==> config.mk <==
export PLATFORM = sky130hd
export DESIGN_NAME = ps2_key_tracker
export DESIGN_NICKNAME = d
export VERILOG_FILES = /design/src/rtl/ps2_key_tracker.sv
export SDC_FILE = /design/constraint.sdc
export NUM_CORES = 1
export LEC_CHECK = 0
export ABC_AREA = 1
export CORE_MARGIN = 2
export CORE_UTILIZATION = 50
export DETAILED_ROUTE_END_ITERATION = 8
export PLACE_DENSITY = 0.76
export SYNTH_ARGS = -nofsm -noshare
export SYNTH_HDL_FRONTEND = slang
export SYNTH_SLANG_ARGS = --single-unit
==> constraint.sdc <==
create_clock -name CLK -period 1.6 [get_ports CLK]
set_input_delay 0.16 -clock CLK [delete_from_list [all_inputs] [get_ports CLK]]
set_output_delay 0.16 -clock CLK [all_outputs]
set_load 0.01 [all_outputs]
==> src/rtl/ps2_key_tracker.sv <==
// ps2_key_tracker: decodes PS/2 set-2 byte streams into key events and tracks held arrow/space keys
module ps2_key_tracker #(
    parameter int TIMEOUT_CYC = 1000000
) (
    input  logic       CLK,
    input  logic       RST,
    input  logic       BYTE_VALID,
    input  logic [7:0] BYTE_DATA,
    input  logic       BYTE_ERR,
    output logic       EVT_VALID,
    output logic [7:0] EVT_CODE,
    output logic       EVT_EXT,
    output logic       EVT_RELEASE,
    output logic       EVT_REPEAT,
    output logic [4:0] KEY_STATE,
    output logic       SEQ_ERR
);
    localparam int TW = TIMEOUT_CYC > 1 ? $clog2(TIMEOUT_CYC) : 1;
    localparam logic [TW-1:0] TLAST = TW'(TIMEOUT_CYC - 1);
    localparam logic [2:0] IDLE = 3'd0, EXT = 3'd1, BRK = 3'd2, EXT_BRK = 3'd3, SKIP = 3'd4;

    logic [2:0] state, nxt;
    logic [2:0] skip;
    logic [TW-1:0] tcnt;
    logic ev, ev_ext, ev_rel, err;
    logic is_e0, is_f0, is_e1;
    logic [4:0] mask;

    // one-hot position of a tracked key in KEY_STATE; zero for untracked codes
    function automatic logic [4:0] track(input logic [7:0] c, input logic x);
        return {~x && c == 8'h29, x && c == 8'h74, x && c == 8'h6B, x && c == 8'h72, x && c == 8'h75};
    endfunction

    assign is_e0 = BYTE_DATA == 8'hE0;
    assign is_f0 = BYTE_DATA == 8'hF0;
    assign is_e1 = BYTE_DATA == 8'hE1;
    assign mask  = track(BYTE_DATA, ev_ext);

    always_comb begin
        nxt    = state;
        ev     = 1'b0;
        ev_ext = 1'b0;
        ev_rel = 1'b0;
        err    = 1'b0;
        if (BYTE_VALID) begin
            if (BYTE_ERR) begin
                err = 1'b1;
                nxt = IDLE;
            end else begin
                case (state)
                    IDLE: begin
                        nxt = is_e0 ? EXT : is_f0 ? BRK : is_e1 ? SKIP : IDLE;
                        ev  = ~(is_e0 | is_f0 | is_e1);
                    end
                    EXT: begin
                        nxt    = is_f0 ? EXT_BRK : IDLE;
                        err    = is_e0 | is_e1;
                        ev     = ~(is_e0 | is_e1 | is_f0);
                        ev_ext = 1'b1;
                    end
                    BRK, EXT_BRK: begin
                        nxt    = IDLE;
                        err    = is_e0 | is_f0 | is_e1;
                        ev     = ~(is_e0 | is_f0 | is_e1);
                        ev_ext = state == EXT_BRK;
                        ev_rel = 1'b1;
                    end
                    SKIP:    nxt = skip == 3'd1 ? IDLE : SKIP;
                    default: nxt = IDLE;
                endcase
            end
        end else if (state != IDLE && tcnt == TLAST) begin
            err = 1'b1;
            nxt = IDLE;
        end
    end

    always_ff @(posedge CLK or posedge RST) begin
        if (RST) begin
            state       <= IDLE;
            skip        <= '0;
            tcnt        <= '0;
            EVT_VALID   <= 1'b0;
            EVT_CODE    <= 8'h00;
            EVT_EXT     <= 1'b0;
            EVT_RELEASE <= 1'b0;
            EVT_REPEAT  <= 1'b0;
            KEY_STATE   <= '0;
            SEQ_ERR     <= 1'b0;
        end else begin
            state     <= nxt;
            skip      <= nxt == SKIP ? (state == SKIP ? skip - 3'(BYTE_VALID) : 3'd7) : 3'd0;
            tcnt      <= (BYTE_VALID || nxt == IDLE) ? '0 : tcnt + 1'b1;
            EVT_VALID <= ev;
            SEQ_ERR   <= err;
            if (ev) begin
                EVT_CODE    <= BYTE_DATA;
                EVT_EXT     <= ev_ext;
                EVT_RELEASE <= ev_rel;
                EVT_REPEAT  <= ~ev_rel && |(mask & KEY_STATE);
                KEY_STATE   <= ev_rel ? KEY_STATE & ~mask : KEY_STATE | mask;
            end
        end
    end
endmodule

==> Word-level counts from Yosys, hierarchy flattened <==
Cells that the tools add are included.
{ "op_classes": {"multipliers": 0, "n_addsub": 2, "n_bitwise": 12, "n_lt_le_gt_ge": 0, "div": 0, "n_eq_ne": 15, "shifts": 0, "n_mux": 26, "reduce_logical": 14} }
{ "ops": {"columns": ["cell", "n"], "rows": [
  ["equality test 8 x 7 -> 1 bit, second input constant", 4],
  ["two-way mux 3 bit", 9],
  ["equality test 8 bit, second input constant", 3],
  ["adder 20 x 1 -> 20 bit, second input constant", 1],
  ["equality test 20 bit, second input constant", 1],
  ["two-way mux 20 bit", 1],
  ["bitwise AND 5 bit", 2],
  ["two-way mux 1 bit", 10],
  ["one-hot mux 3 bit (3 select lines)", 1],
  ["equality test 8 x 6 -> 1 bit, second input constant", 1],
  ["logical AND 1 bit", 7],
  ["equality test 3 x 1 -> 1 bit, second input constant", 2],
  ["equality test 3 x 2 -> 1 bit, second input constant", 2],
  ["equality test 3 bit, second input constant", 2],
  ["logical NOT 3 bit", 2],
  ["one-hot mux 1 bit (2 select lines)", 3],
  ["two-way mux 5 bit", 1],
  ["inverter 5 bit", 1],
  ["bitwise OR 5 bit", 1],
  ["OR reduction 5 bit", 1],
  ["inverter 1 bit", 4],
  ["bitwise OR 1 bit", 4],
  ["nonzero test 3 bit", 1],
  ["OR reduction 3 bit", 1],
  ["4 further kinds", 4]
]} }
{ "word_totals": {"memories": 0, "wordCells": 79, "latch_bits": 0, "output_inout_bits": 18, "register_bits": 44, "mem_bits_rw": 0, "input_bits": 12, "rom_bits": 0} }

==> Logic depth before layout (Yosys ltp) <==
{ "depth": {"depth_word": 10, "ltp_mapped": 13, "depth_no_buf": 12} }

==> Least setup slack after synthesis <==
Ideal clock, no wire load.
{ "synth_timing": {"kind": "reg2reg", "start": "register tcnt[0]", "end": "register tcnt[16]", "setup_slack_ps": 101, "arrival_time_ps": 1379, "required_ps": 1480, "path_buffers": 0, "period_less_slack_ps": 1499, "setup_ps": 120, "stages_incl_launch_ff": 9, "cell_sequence": "dfrtp_1 ha_1 nand3_1 nor3_2 nand3_1 inv_1 nand3_1 xor2_1 nor2_2"} }
{ "synth_via": {"elab_chain_cells": 7, "elab_cells_between_ends": 8, "cone_classes": "1 x add/sub; 1 x eq/ne; 3 x mux; 3 x reduce/logical"} }
{ "synth_rtl": {"columns": ["item", "line_no", "rtl"], "rows": [
  ["start: declaration", "24", "logic [TW-1:0] tcnt;"],
  ["start signal: assignment", "93", "tcnt <= (BYTE_VALID || nxt == IDLE) ? '0 : tcnt + 1'b1;"],
  ["parallel branches: the longest is 6 deep, another holds adder 20 x 1 -> 20 bit", null, null],
  ["two-way mux 20 bit (*)", "93", null]
]} }
Every way passes the cells marked *.
A chain may end at the register's enable or synchronous reset.

==> Worst setup path in the final report <==
{ "layout_timing": {"start": "register tcnt[0]", "end": "register tcnt[14]"} }
Same word-level chain as after synthesis.

==> metrics <==
Synth cell types 28; Crit. End Element flop; layout cell share with drive strength beyond 1 around a third; CTS root buf clkbuf_8; hold crit path type in2async; kind of critical path reg2reg; # hold bufs at CTS 0; CTS H-Tree Depth 2; internal power 1.751 mW; initial core utilization 53.10%; io pins 30; Worst Clk Skew 0.007898 ns; area occupied by registers 1101 um^2; Cell Count Post-Placement 408; Worst-path clk slew 0.09 ns; Max Buffers Root-to-Sink 2; CTS tree done; Die W 72.70 um; proportion of synthesized chip area in sequential cells 46.66%; Least-Margin Pin Slew 0.3394 ns; port bufs 29; Worst path depth 9; Reg2Reg Depth 9; power share of the clock group 37.1%; most frequent cell after synthesis nand2_1; Leakage 1.637 nW; violated checks negative setup slack; Die Y between 70 and 80 um; Core Rows 24; number of synthesized flops with an enable pin 0; Nets 396; synth top area cells dfrtp_1 (47%), nand2_1 (8.3%), nor2_2 (5.8%); Yosys reg bits 44; maxcap violations 0; pre-CTS WS -0.2796 ns; post-synth top area cell dfrtp_1; CP arrival 1.89 ns; final setup fails 20; Crit path max-delay family simple AND/OR/NAND/NOR gates; FF-to-FF End tcnt[14]$_DFF_PP0_; Buf/Inv on CP 2; crit-path max cell delay 0.38 ns; CP dominant cell by count nand3_2; drt drc 0; initial drt markers 200; worst r2r src tcnt[0]$_DFF_PP0_; Synth warnings 0; worst path cell trace buf_4 > ha_4 > nand3_4 > nor3_4 > nand3_2 > inv_2 > nand3_2 > xor2_2 > nor2_4; global route overflow 0; Post-Synthesis Cells about 280; top-area cell type share of the netlist area between 40% and 50%; Detailed Place HPWL just over 4000 um; worst setup path startpoint tcnt[0]$_DFF_PP0_; drt via density 5.290; RSZ-0062 raised after global routing true; Reg2Reg Setup Slack -0.10 ns; PnR Total Power 2.295 mW; P per Cell Area 661.9 nW/um^2; TritonCTS Buffers 5; Final ANT Viol Nets 0; syn avg cell area 8.338 um^2; Seq pwr share just over 50%; Mapped Area 2360 um^2; Worst VDD drop 0.0007045 V; Logic pwr share between 10% and 20%; first-pass GRT wire length 10440 um; worst path required time about 1.8 ns; Critical Path Source Type flop; Final min period 1.704 ns; DRT Pass-1 Iters 4; Tcrit/Tclk final 106.5%; syn nets 298; CTS Sinks 44; gr usage total between 20% and 30%; initial antenna violation count 0; Core Area 4444 um^2; crit path to tcnt[14]$_DFF_PP0_; DR WL/cell 15.52 um; Slowest cell on crit path dfrtp_1; ANT cells 0; Pins Over Slew Limit 0; commonest cells in the netlist nand2_1 (52), dfrtp_1 (44), inv_1 (36); multi-input logic area 1275 um^2; worst setup margin -0.1038 ns; GPL Wtd Cong 0.8332; Clock Latency Late Sink 0.30 ns; Synth Flop Type dfrtp_1; relative slew slack 77.20%; WL final approximately 6700 um; Layout area overhead 46.92%; final hold vios 0; die outline area 5285 um^2; Final Non-Filler Cells 434; largest net degree at the start of global routing 45; vias in the first global route ~2.4k; crit-path max FO 4; Net Switching 0.5442 mW; sw frac 23.71%; fill cell count 285; via count between 2k and 2.5k; Max Fclk 0.5869 GHz; Synth async-reset ratio between 90% and 100%; run status finished with violations
-- power groups by stage --
stage / combinational, mW / clock [mW] / sequential (mW)
after CTS: 0.277 / 0.851 / 1.16
after global routing: 0.307 / 0.886 / 1.17
after detailed placement: 0.263 / 0 / 1.19
after floorplan: 0.0841 / 0 / 1.20
final: 0.280 / 0.850 / 1.16
after global placement: 0.258 / 0 / 1.19
-- cells in the final DEF (no fill, tap or decap), drive strengths merged, types with 2 or more instances in the layout --
cell | Yosys | layout
clkbuf | 1 | 6
a21oi | 6 | 6
ha | 3 | 3
nand3 | 23 | 23
clkinv | 0 | 2
nand2 | 58 | 61
xnor2 | 7 | 7
xor2 | 10 | 10
nor3 | 8 | 8
buf | 3 | 63
clkdlybuf4s50 | 0 | 29
inv | 38 | 37
nand4 | 10 | 10
dfrtp | 44 | 44
nor2 | 54 | 54
o21ai | 14 | 14
-- worst min path at each step --
stage	to	cells past startpoint	from
final	EVT_VALID$_DFF_PP0_	3	RST
after global routing	EVT_VALID$_DFF_PP0_	3	RST
after CTS	tcnt[4]$_DFF_PP0_	3	RST
after detailed placement	EVT_CODE[5]$_DFFE_PP0P_	2	EVT_CODE[5]$_DFFE_PP0P_
after global placement	EVT_REPEAT$_DFFE_PP0P_	2	EVT_REPEAT$_DFFE_PP0P_
after floorplan	EVT_CODE[5]$_DFFE_PP0P_	2	BYTE_DATA[5]
-- per-stage QoR --
step | utilization (%) | cell area (um^2) | TNS (ns) | hold WS (ns)
after global placement | 68.38 | 3039 | -6.698 | 0.4658
after floorplan | - | 2360 | 0 | 0.2696
after detailed placement | 68.38 | 3039 | -7.054 | 0.4752
after global routing | 78.01 | 3467 | -2.704 | 0.2485
after CTS | 74.89 | 3328 | -0.006778 | 0.2040
final | 78.01 | 3467 | -1.252 | 0.1867
-- cells by family after synthesis --
group / synth area share [%]
adder cells (fa/ha/maj): 1.591
multiplexers: 0.4242
AO/OA/AOI/OAI: 4.931
buffers and inverters: 8.112
AND/OR/NAND/NOR: 31.97
flip-flops: 46.66
XOR/XNOR: 6.310
-- metal layers --
layer  vias to the layer above  track usage [%]  wire [um]
li1                       1094                -          -
met1                      1115            29.42       2767
met2                        68            45.66       3558
met3                        19            4.834        262
met4                         0            10.91        147
met5                         -                0          0
-- final cells by class --
| type | instances | area share, % |
|---|---|---|
| clock buffer | 6 | 2.093 |
| clock inverter | 2 | 1.010 |
| inverter | 38 | 4.114 |
| multi-input combinational | 200 | 36.77 |
| sequential | 44 | 31.76 |
| tap | 52 | 1.877 |
| timing repair buffer | 92 | 22.37 |
-- repair_timing --
item	4_1_cts	5_1_grt
setup endpoints to repair	20	30
gates resized for setup	16	23
cloned	3	0
pin swaps	10	17
setup buffers	8	7
-- worst register-to-register path: cells and delay by family, from the launching register on --
kind / cells / cell delay, ns
buffers and inverters: 2 / 0.23
and+or+nand+nor: 5 / 0.60
adders and majority gates: 1 / 0.16
xor gates and xnor gates: 1 / 0.22
DFF: 1 / 0.38
Power figures use the tool's default switching activity.
